==> src/rtl/alp_operand_stage.sv <==
// ---------------------------------------------------------------------------
// alp_operand_stage
//
// Purpose:
//   Operand selection and staging for the ALP datapath. Two wired-OR style
//   source buses (A and B) are formed from one-hot select vectors. The chosen
//   operands are captured into a one-entry valid/ready pipeline register.
//   The stage also holds the D and Q scratch registers, which feed back into
//   the A and B muxes, and a sticky flag for select-encoding errors.
//
// Ports:
//   clk            in   rising-edge clock
//   reset_l        in   asynchronous active-low reset
//   amux_onehot_h  in   A select {RBUS, MBUS, DREG, PAD}, bit 3..0
//   bmux_onehot_h  in   B select {RBUS, QREG, SHIFTER}, bit 2..0
//   rbus_h         in   R bus source
//   mbus_h         in   M bus source
//   pad_h          in   pad source
//   shf_h          in   shifter source
//   dreg_ld_h      in   D register load strobe
//   dreg_in_h      in   D register load data
//   qreg_ld_h      in   Q register load strobe
//   qreg_in_h      in   Q register load data
//   in_valid_h     in   upstream operand valid
//   in_ready_h     out  stage can accept an operand this cycle
//   out_valid_h    out  staged operands valid
//   out_ready_h    in   downstream takes staged operands
//   a_op_h         out  staged A operand
//   b_op_h         out  staged B operand
//   dreg_h         out  D register contents
//   qreg_h         out  Q register contents
//   sel_err_h      out  sticky select-encoding error
//   err_clr_h      in   synchronous clear for sel_err_h
// ---------------------------------------------------------------------------
module alp_operand_stage #(
   parameter int unsigned WIDTH = 8
) (
   input  logic             clk,
   input  logic             reset_l,
   input  logic [3:0]       amux_onehot_h,
   input  logic [2:0]       bmux_onehot_h,
   input  logic [WIDTH-1:0] rbus_h,
   input  logic [WIDTH-1:0] mbus_h,
   input  logic [WIDTH-1:0] pad_h,
   input  logic [WIDTH-1:0] shf_h,
   input  logic             dreg_ld_h,
   input  logic             qreg_ld_h,
   input  logic [WIDTH-1:0] dreg_in_h,
   input  logic [WIDTH-1:0] qreg_in_h,
   input  logic             in_valid_h,
   output logic             in_ready_h,
   output logic             out_valid_h,
   input  logic             out_ready_h,
   output logic [WIDTH-1:0] a_op_h,
   output logic [WIDTH-1:0] b_op_h,
   output logic [WIDTH-1:0] dreg_h,
   output logic [WIDTH-1:0] qreg_h,
   output logic             sel_err_h,
   input  logic             err_clr_h
);

   // State
   logic             out_valid_q, out_valid_d;
   logic [WIDTH-1:0] a_op_q, a_op_d;
   logic [WIDTH-1:0] b_op_q, b_op_d;
   logic [WIDTH-1:0] dreg_q, dreg_d;
   logic [WIDTH-1:0] qreg_q, qreg_d;
   logic             sel_err_q, sel_err_d;

   // Combinational intermediates
   logic [WIDTH-1:0] a_mux;
   logic [WIDTH-1:0] b_mux;
   logic             amux_ok;
   logic             bmux_ok;
   logic             accept;

   // A/B operand buses. Each source is gated by its select bit and the
   // results are ORed, so zero-hot gives zero and multi-hot merges sources
   // exactly as the original wired-OR bus did. D and Q are the registered
   // (pre-edge) values, so a same-cycle load is not visible here.
   always_comb begin
      a_mux = ({WIDTH{amux_onehot_h[3]}} & rbus_h)
            | ({WIDTH{amux_onehot_h[2]}} & mbus_h)
            | ({WIDTH{amux_onehot_h[1]}} & dreg_q)
            | ({WIDTH{amux_onehot_h[0]}} & pad_h);
      b_mux = ({WIDTH{bmux_onehot_h[2]}} & rbus_h)
            | ({WIDTH{bmux_onehot_h[1]}} & qreg_q)
            | ({WIDTH{bmux_onehot_h[0]}} & shf_h);
   end

   // Exactly-one-bit-set test: nonzero and clearing the lowest set bit
   // leaves nothing.
   always_comb begin
      amux_ok = (amux_onehot_h != 4'd0)
             && ((amux_onehot_h & (amux_onehot_h - 4'd1)) == 4'd0);
      bmux_ok = (bmux_onehot_h != 3'd0)
             && ((bmux_onehot_h & (bmux_onehot_h - 3'd1)) == 3'd0);
   end

   // Handshake: the single entry is free when empty or being drained now.
   always_comb begin
      in_ready_h = ~out_valid_q | out_ready_h;
      accept     = in_valid_h & in_ready_h;
   end

   // Next-state logic
   always_comb begin
      out_valid_d = out_valid_q;
      a_op_d      = a_op_q;
      b_op_d      = b_op_q;
      dreg_d      = dreg_q;
      qreg_d      = qreg_q;
      sel_err_d   = sel_err_q;

      // Accept covers the back-to-back case: new operands replace the
      // drained ones and valid stays high.
      if (accept) begin
         out_valid_d = 1'b1;
         a_op_d      = a_mux;
         b_op_d      = b_mux;
      end else if (out_valid_q && out_ready_h) begin
         out_valid_d = 1'b0;
      end

      // D/Q loads are independent of the operand handshake.
      if (dreg_ld_h) begin
         dreg_d = dreg_in_h;
      end
      if (qreg_ld_h) begin
         qreg_d = qreg_in_h;
      end

      // Set has priority over clear so an error is never lost.
      if (accept && !(amux_ok && bmux_ok)) begin
         sel_err_d = 1'b1;
      end else if (err_clr_h) begin
         sel_err_d = 1'b0;
      end
   end

   // State register
   always_ff @(posedge clk or negedge reset_l) begin
      if (!reset_l) begin
         out_valid_q <= 1'b0;
         a_op_q      <= '0;
         b_op_q      <= '0;
         dreg_q      <= '0;
         qreg_q      <= '0;
         sel_err_q   <= 1'b0;
      end else begin
         out_valid_q <= out_valid_d;
         a_op_q      <= a_op_d;
         b_op_q      <= b_op_d;
         dreg_q      <= dreg_d;
         qreg_q      <= qreg_d;
         sel_err_q   <= sel_err_d;
      end
   end

   // Outputs
   always_comb begin
      out_valid_h = out_valid_q;
      a_op_h      = a_op_q;
      b_op_h      = b_op_q;
      dreg_h      = dreg_q;
      qreg_h      = qreg_q;
      sel_err_h   = sel_err_q;
   end

endmodule
==> config.mk <==
export PLATFORM = sky130hd
export DESIGN_NAME = alp_operand_stage
export DESIGN_NICKNAME = d
export VERILOG_FILES = /design/src/rtl/alp_operand_stage.sv
export SDC_FILE = /design/constraint.sdc
export NUM_CORES = 1
export LEC_CHECK = 0
export CORE_MARGIN = 3
export CORE_UTILIZATION = 30
export CTS_BUF_LIST = sky130_fd_sc_hd__clkbuf_4 sky130_fd_sc_hd__clkbuf_8 sky130_fd_sc_hd__clkbuf_16
export DETAILED_ROUTE_END_ITERATION = 10
export GPL_TIMING_DRIVEN = 0
export PLACE_DENSITY = 0.68
export SYNTH_ARGS = -nofsm -noshare
export SYNTH_HDL_FRONTEND = slang
export SYNTH_SLANG_ARGS = --single-unit
==> constraint.sdc <==
create_clock -name clk -period 1.2 [get_ports clk]
set_clock_uncertainty 0.15 [all_clocks]
set_input_delay 0.24 -clock clk [delete_from_list [all_inputs] [get_ports clk]]
set_output_delay 0.24 -clock clk [all_outputs]
set_load 0.1 [all_outputs]
# After elaboration in Yosys (flattened, before gate mapping)
# Index checks and enable logic that the tools add are counted.
[totals] ff_bits=34 latch_bits=0 mem_bits_rw=0 rom_bits=0 in_bits=62 output_inout_bits=35 wordCells=41 memories=0
[classes] addsub=2 mul=0 n_div=0 order_cmp=0 eq_ne=0 n_shift=0 n_mux=4 bitwise_logic=17 n_reduce_logical=12
[ops] op="8-bit AND" n=7
[ops] op="8-bit OR" n=5
[ops] op="1-bit logical AND" n=5
[ops] op="4-bit AND" n=1
[ops] op="4-bit zero test" n=1
[ops] op="1-bit two-way mux" n=4
[ops] op="2-bit nonzero test" n=2
[ops] op="4-bit nonzero test" n=1
[ops] op="4-bit by 1-bit subtractor with 4-bit output, second input constant" n=1
[ops] op="3-bit AND" n=1
[ops] op="3-bit zero test" n=1
[ops] op="3-bit nonzero test" n=1
[ops] op="3-bit by 1-bit subtractor with 3-bit output, second input constant" n=1
[ops] op="1-bit AND" n=1
[ops] op="1-bit zero test" n=1
[ops] op="1-bit NOT" n=1
[ops] op="1-bit OR" n=1

# Longest topological paths before layout
# Gate-level depths: netlist of the first run.
[depth] depth_word=8 mapped_depth=5 mapped_depth_nobuf=4

# Worst setup path before layout of the first run
# No wires, ideal clock.
[synth_timing] path_kind="reg2reg" start="register out_valid_q, in the netlist out_valid_h" end="register b_op_q[3], in the netlist b_op_h[3]" arrival_ns=2.417 setup_slack_ns=-1.498 stages_incl_launch_ff=5 path_cell_list="dfrtp_1 > nand2b_1 > nand2_1 > clkbuf_2 > o21ai_0"
[synth_between] elab_chain_cells=3
[synth_lines] element="start: declaration" line_no="63" source="logic out_valid_q, out_valid_d;"
[synth_lines] element="start signal: assignment" line_no="151" source="out_valid_q <= out_valid_d;"
[synth_lines] element="1-bit NOT" line_no="102" source="in_ready_h = ~out_valid_q | out_ready_h;"
[synth_lines] element="1-bit OR" line_no="102"
[synth_lines] element="named net in_ready_h" line_no="51" source="output logic in_ready_h,"
[synth_lines] element="1-bit AND" line_no="103" source="accept = in_valid_h & in_ready_h;"
[synth_lines] element="end signal: assignment" line_no="153" source="b_op_q <= b_op_d;"
[synth_lines] element="end: declaration" line_no="65" source="logic [WIDTH-1:0] b_op_q, b_op_d;"
# The timed path passes the listed nets, and every way through them passes these cells.
# A chain may end at the register's enable or synchronous reset.

# Worst setup path after layout of the first run
[layout_timing] start="register out_valid_q, in the netlist out_valid_h" end="output in_ready_h"
[layout_between] elab_chain_cells=2
[layout_lines] element="1-bit NOT" line_no="102"
[layout_lines] element="1-bit OR" line_no="102"
[layout_lines] element="end: declaration" line_no="51"
# No other way between the ends.

==> results of run 1 <==
==> layout by cell type (no fill, tap or decap), types with 2 or more instances in the layout <==
cell type / n
dfrtp_2: 33
buf_6: 8
buf_4: 3
a222oi_1: 9
clkbuf_8: 6
a221oi_2: 3
a22o_1: 8
mux2_2: 16
buf_2: 8
nand2_1: 16
o21ai_1: 11
a221oi_1: 5
buf_12: 34
clkdlybuf4s50_1: 50
nor2_1: 2
o21ai_2: 5
==> state kept, by name, indices dropped and copies added, names as in the netlist <==
signal       flops
a_op_h           8
b_op_h           8
dreg_h           8
qreg_h           8
out_valid_h      1
sel_err_h        1
==> cell families after synthesis <==
group / after synthesis / share of synthesized area (%)
compound gates: 42 / 20.8
xor+xnor: 2 / 1.13
buf+inv: 13 / 5.25
flops: 34 / 54.9
mux: 16 / 11.6
simple gates: 23 / 6.22
==> path summary, 6_finish.rpt <==
| kind | from | endpoint | cells past startpoint |
|---|---|---|---|
| worst max-delay path | out_valid_h | in_ready_h | 2 |
| worst min-delay path | reset_l | qreg_h[2] | 1 |
| worst max register to register | out_valid_h | a_op_h[1] | 6 |
| worst min register to register | b_op_h[0] | b_op_h[0] | 2 |
| max in group asynchronous | reset_l | out_valid_h | 1 |
| min in group clk | bmux_onehot_h[0] | b_op_h[7] | 3 |
==> stage by stage <==
| step | setup TNS (ns) | setup slack (ns) | util [%] | std cells |
|---|---|---|---|---|
| 3_3_place_gp | -66.85 | -1.22 | 53.1 | 284 |
| 4_1_cts | -5.32 | -0.232 | 62.6 | 296 |
| 2_1_floorplan | -6.78 | -0.390 | - | 130 |
| 6_report | -5.29 | -0.235 | 64.3 | 298 |
| 3_5_place_dp | -28.78 | -1.16 | 53.0 | 284 |
| 5_1_grt | -7.31 | -0.276 | 64.3 | 298 |
==> power by group <==
part | switching [mW] | total (mW) | leakage [nW] | internal (mW)
clock network | 0.410 | 0.896 | 0.0517 | 0.485
logic | 1.43 | 2.36 | 0.874 | 0.931
registers | 0.186 | 1.51 | 0.366 | 1.32
==> what timing repair did <==
action / in CTS / in global routing
setup endpoints to repair: 48 / 52
gates resized for setup: 312 / 16
endpoints found under the hold margin: 34 / 34
cloned: 2 / 1
pin swaps: 2 / 0
buffers inserted: 2 / 1
==> Yosys cell counts <==
| cell | instances |
|---|---|
| a221oi_2 | 1 |
| inv_1 | 1 |
| nand2b_1 | 2 |
| clkbuf_2 | 1 |
| and3_1 | 1 |
| nor2_1 | 2 |
| buf_4 | 2 |
| o22ai_1 | 1 |
| xnor2_1 | 1 |
| buf_6 | 2 |
| mux2_2 | 16 |
| dfrtp_1 | 34 |
| nor2_2 | 1 |
| buf_2 | 7 |
| xor2_1 | 1 |
| o21ai_0 | 10 |
| a222oi_1 | 9 |
| o21ai_1 | 6 |
| a221oi_1 | 7 |
| a22o_1 | 8 |
| nand2_1 | 17 |
==> layout make-up <==
| type | count | share of cell area (%) |
|---|---|---|
| repair buffers | 93 | 40.5 |
| flip-flops and latches | 34 | 28.7 |
| multi-input cells | 83 | 21.5 |
| plain buffers | 12 | 3.37 |
| clock buffers | 7 | 2.89 |
| well taps | 67 | 2.69 |
| clock inverters | 1 | 0.161 |
| inverters | 1 | 0.120 |
==> layer usage <==
layer	share of wire, %	GRT usage, %
met2	48	28.9
met1	40	22.3
met3	12	9.05
met5	0	0
met4	0.67	3.20
==> results by stage, run 1 <==
Routing:
- For this run, design rule violations remaining after detail routing come to 0.
- The detail-routed via count per cell is 4.95.
- Before antenna repair, the detailed router went through 5 iterations.
- The number of routed nets with antenna violations is 0.
- The iteration-0 DRC count of the detailed router is 83.
- The via count is 1,475.
- The routed wire length per instance is between 15 and 20 um.
- The overall routed net length is 5210 um.

STA:
- The shortest clock period the worst path allows after layout is 1.44 ns.
- Final hold analysis gives a worst-case slack of -0.123 ns.
- The final number of setup-violating endpoints is between 50 and 60.
- The final hold violation count came to 34.
- The worst slew slack as a fraction of its limit is 48.4%.
- Based on the critical path, the design can be clocked at up to 697 MHz.
- At the pin with the least slew margin, the transition time is ~0.77 ns.
- The total count of max-transition violations in the final report came to 0.
- Setup slack on the critical path of the routed design comes to -0.235 ns.
- Setup repair after global routing could not meet its margin everywhere.
- The post-route clock period utilization is 120%.

Layout:
- After the last flow step, the layout net total stands at ~290.
- Counting the fill cells in the layout gives 382.
- Cells with a size suffix above 1 make up 53.2% of the layout.
- The area of the multi-input gates is approximately 670 sq um.
- Across the whole layout, storage elements account for 896 sq um.
- After routing the design area is a little over 3000 sq um.
- The count of antenna diodes in the layout is 0.
- From synthesis to final layout, the design area changed by 101%.

Synth:
- The post-synthesis instance area is 1550 sq um.
- The warning count from the yosys run is 0.
- Synthesis handed over a netlist of 130 instances.
- Synthesis inferred 34 register bits.
- In the post-synthesis netlist, the biggest area contributors are dfrtp_1 55%, mux2_2 12%, a222oi_1 5.8%.
- The average cell area after synthesis is 11.9 sq um.
- The portion of synthesized cell area occupied by the leading cell type is 54.9%.
- The count of distinct cell types in the synthesized netlist is 21.
- dfrtp_1 takes more of the synthesized area than any other cell.
- The net count of the mapped netlist is 192.
- Sequential cells were found to cover between 50% and 60% of the synthesized design area.

GRT:
- The global-route wire length before repair is 8500 um.
- The initial antenna violation count came to 0.
- The via count of the first global-routing pass is 1,653.
- The overall fraction of global-route tracks in use is 18.2%.
- The residual overflow from global routing is 0.
- The maximum number of pins on one net before global-route repair is 35.

Clock network:
- The clock tree buffer depth is 2.
- The clock tree from TritonCTS is yes.
- Clock-pin slew was measured on the worst setup and hold paths at 0.07 ns.
- The number of buffers created by CTS is 5.
- The count of H-tree levels built during CTS is 2.
- The clock latency on the worst-skew pair is 0.28 ns.
- For this design, the sink count on the clock tree is 34.
- The clock root buffer is clkbuf_8.

Floorplan:
- The region available for standard cell placement spans slightly below 5000 sq um.
- The horizontal die dimension is 77.9 um.
- The initial utilization of the core area, before any placement, comes to roughly a third.
- The floorplan step defined a die boundary enclosing 6060 sq um.
- The count of pins on the block boundary is between 90 and 100.
- From bottom edge to top edge, the die measures 77.9 um.
- The total number of placement rows is 25.

Status:
- The final reports fail on hold timing, setup timing.
- The run finished, with violations left.

Min path:
- The worst hold-check path type is in2async.

Placed design:
- The HPWL after detailed placement is 3870 um.
- The area of placed instances is 2570 sq um.
- The final weighted congestion in routability-driven placement is 0.763.
- The number of port buffers is 87.

Setup path:
- The worst setup path is captured at a primary output.
- The number of buffers and inverters on the critical path is 1.
- The cell family contributing the most delay on the critical path is flip-flops.
- For the worst setup path, the data arrival time is 1.05 ns.
- STA classifies the critical path startpoint as a register.
- Along the worst path, the maximum fanout reaches 2.
- For this run, the slowest stage of the critical path takes 0.50 ns.
- Among all stages on the critical path, the largest delay is contributed by dfrtp_4.
- Traced cell by cell, the critical path runs through nand2b_4 -> buf_12.
- The setup path with the least slack is of type reg2out.
- The data required time at the worst endpoint is 0.81 ns.
- The worst register-to-register path has a setup slack of -0.15 ns.

Power and ir drop:
- In this run the power density over the cells is roughly 1500 nW/um^2.
- The total design power is 4.76 mW.
- The reported leakage power is about 1.3 nW.
- Across the VDD grid, the largest voltage drop is 0.893 mV.

Flow run:
- Across the run, the number of max-cap violations was 0.
Note: power is estimated with default switching activity, not from simulation.
==> run 2, diff against run 1 <==
--- a/config.mk
+++ b/config.mk
@@ -5,12 +5,14 @@
 export SDC_FILE = /design/constraint.sdc
 export NUM_CORES = 1
 export LEC_CHECK = 0
+export ABC_CLOCK_PERIOD_IN_PS = 1400
 export CORE_MARGIN = 3
 export CORE_UTILIZATION = 30
 export CTS_BUF_LIST = sky130_fd_sc_hd__clkbuf_4 sky130_fd_sc_hd__clkbuf_8 sky130_fd_sc_hd__clkbuf_16
 export DETAILED_ROUTE_END_ITERATION = 10
 export GPL_TIMING_DRIVEN = 0
 export PLACE_DENSITY = 0.68
+export SLEW_MARGIN = 10
 export SYNTH_ARGS = -nofsm -noshare
 export SYNTH_HDL_FRONTEND = slang
 export SYNTH_SLANG_ARGS = --single-unit
==> constraint.sdc (replaced) <==
create_clock -name clk -period 1.4 [get_ports clk]
set_clock_uncertainty 0.15 [all_clocks]
set_input_delay 0.28 -clock clk [delete_from_list [all_inputs] [get_ports clk]]
set_output_delay 0.28 -clock clk [all_outputs]
set_load 0.1 [all_outputs]
==> results by stage, run 2 (synthesized netlist as in run 1, its figures left out) <==
Status:
- The flow ran to the end, but the final reports show violations.
- The checks that failed: setup timing.

Clock network:
- The number of buffers created by CTS is 5.
- The clock-pin slew reported for the worst setup and hold paths after clock tree synthesis is ~0.070 ns.
- The clock tree buffer depth is 2.
- The count of H-tree levels built during CTS is 2.
- CTS placed an instance of clkbuf_8 at the clock tree root.
- TritonCTS built the clock tree.
- The clock latency on the worst-skew pair is roughly 0.28 ns.
- The clock drives 34 sinks.

Routing:
- The iteration-0 DRC count of the detailed router is 91.
- The DRC violation count after routing is 0.
- The detail-routed via count per cell is between 4 and 5.
- The detailed-router iteration count before antenna repair is 6.
- For this block, the routed nets add up to between 5000 and 6000 um of wire.
- The number of routed nets with antenna violations is 0.
- The routed wire length per instance is 17.2 um.
- The via count is 1,441.

Floorplan:
- Measured along the y axis, the die boundary spans about 78 um.
- The effective utilization at floorplan is a little under a third.
- The core area is 4850 sq um.
- The die covers 6060 sq um.
- From left edge to right edge, the die measures 77.9 um.
- The total number of placement rows is 25.
- The count of pins on the block boundary is slightly below 100.

Setup path:
- The number of buffers and inverters on the critical path is 2.
- The top cell family by delay on the critical path is buffers and inverters.
- On the worst path, the slowest cell contributes a delay of between 0.4 and 0.5 ns.
- The largest individual stage delay along the critical path comes from the cell clkdlybuf4s50_1.
- The critical-path maximum fanout is 3.
- The setup slack on the worst flop-to-flop path is 0.07 ns.
- STA classifies the critical path endpoint as a primary output.
- The data required time at the worst endpoint is 0.97 ns.
- STA classifies the critical path startpoint as an input port.
- The type of the worst setup path is in2out.
- Data on the critical path arrives at its endpoint at 1.06 ns.
- The critical path goes through clkdlybuf4s50_1 -> nand2b_4 -> buf_12.

STA:
- For the finished layout, the period the worst path requires is 1.49 ns.
- Setup repair after global routing could not meet its margin everywhere.
- Once routing completed, OpenROAD measured the worst setup slack at -0.0872 ns.
- The worst slew slack as a fraction of its limit is between 60% and 70%.
- For the pin with the worst max-slew slack, the measured transition is 0.479 ns.
- The final hold violation count was 0.
- The maximum achievable frequency is 672 MHz.
- The smallest hold slack is 0.208 ns.
- The post-route clock period utilization is 106%.
- The total count of max-transition violations in the final report was 0.
- The final number of setup-violating endpoints is 2.

Layout:
- The finished cells cover 2700 sq um.
- The combined flip-flop and latch cell area is about 870 sq um.
- Leaving out filler cells and counting taps, the final layout contains a little under 300.
- The final-layout fill cell count is roughly 440.
- The number of antenna diodes in the final layout is 0.
- The layout-stage area growth over the synthesis result is 74.3%.
- The final net count is roughly 290.
- The library cells used most frequently in the layout, excluding fill and tap cells, are 51 x clkdlybuf4s50_1, 33 x buf_6, 17 x dfrtp_1.
- The post-route netlist has 41.9% of its cells at a drive strength greater than 1.
- The area of the multi-input gates is 636 sq um.
- The most common cell after layout, fill and taps aside is clkdlybuf4s50_1.

GRT:
- The overall fraction of global-route tracks in use is 17.2%.
- Entering global routing, the biggest net connects 35 pins.
- Global routing finished with a remaining overflow of 0.
- The initial antenna violation count is 0.
- The via count of the first global-routing pass is 1,601.
- The first global-routing pass estimated 8130 um of wire.

Flow run:
- Max-cap violations in this run came to 0.

Placed design:
- The pre-CTS worst setup slack is -1.04 ns.
- The final weighted congestion in routability-driven placement is slightly below 0.8.
- The number of placed instances, taps included is 284.
- The area of placed instances is 2550 sq um.
- The wire-length estimate of the detail-placed layout is 3950 um.
- The number of port buffers is 87.

Min path:
- The path class of the tightest hold or removal check is in2reg.

Power and ir drop:
- The reported leakage power is 1.15 nW.
- The ratio of total power to cell area is 1370 nW/um^2.
- VDD sags by at most approximately 0.67 mV.
[run 2: cell count changes in the layout (fill, tap and decap cells not counted), sizes merged]
cell / previous run / this run
clkinvlp: 0 / 1
buf: 53 / 48
dlygate4sd2: 1 / 0
clkdlybuf4s50: 50 / 51
clkbuf: 8 / 7
dlygate4sd3: 0 / 1
[run 2: path summary, 6_finish.rpt]
path,start,endpoint,cells past startpoint
max in group asynchronous,reset_l,out_valid_h,2
min in group asynchronous,reset_l,qreg_h[3],2
setup / recovery,out_ready_h,in_ready_h,3
hold / removal,bmux_onehot_h[1],b_op_h[5],3
hold reg to reg,a_op_h[2],a_op_h[2],2
setup reg to reg,out_valid_h,a_op_h[0],5
[run 2: worst reg2reg max path, stage by stage (launching register included)]
cell and delay [ns]:
dfrtp_4 0.50, nand2b_4 0.10, buf_4 0.12, nand2_4 0.06, buf_4 0.18, o21ai_1 0.15
[run 2: where the power goes]
group	internal, mW	switching, mW	leakage (nW)
registers	1.12	0.105	0.385
clock network	0.395	0.354	0.0472
logic	0.517	1.21	0.720
total	2.03	1.66	1.15
[run 2: area by class of cell]
| class | count | share of cell area, % |
|---|---|---|
| clock buffer | 6 | 3.06 |
| multi-input combinational | 83 | 23.5 |
| inverter | 1 | 0.139 |
| clock inverter | 2 | 0.463 |
| buffer | 12 | 3.24 |
| timing repair buffer | 89 | 34.1 |
| tap | 67 | 3.10 |
| sequential | 34 | 32.4 |
[run 2: what timing repair did]
| action | CTS | global route |
|---|---|---|
| setup buffers | 0 | 1 |
| endpoints found under the setup margin | 35 | 63 |
| endpoints found under the hold margin | 34 | 0 |
| hold buffers | 1 | 0 |
| gates resized for setup | 215 | 30 |
[run 2: per-stage QoR]
| stage | utilization (%) | setup TNS (ns) | total power, mW |
|---|---|---|---|
| floorplan | - | -3.28 | 2.40 |
| global placement | 52.6 | -50.32 | 2.90 |
| detailed placement | 52.5 | -20.42 | 2.91 |
| CTS | 53.3 | -0.117 | 3.64 |
| global route | 55.7 | -0.170 | 3.85 |
| finish | 55.7 | -0.0923 | 3.70 |
[run 2: routing by layer]
layer	track usage, %	vias to the layer above	wire (um)
met2	25.8	78	2300
met4	3.74	0	28
met5	0	-	0
met3	8.58	2	586
li1	-	691	-
met1	22.3	670	2140
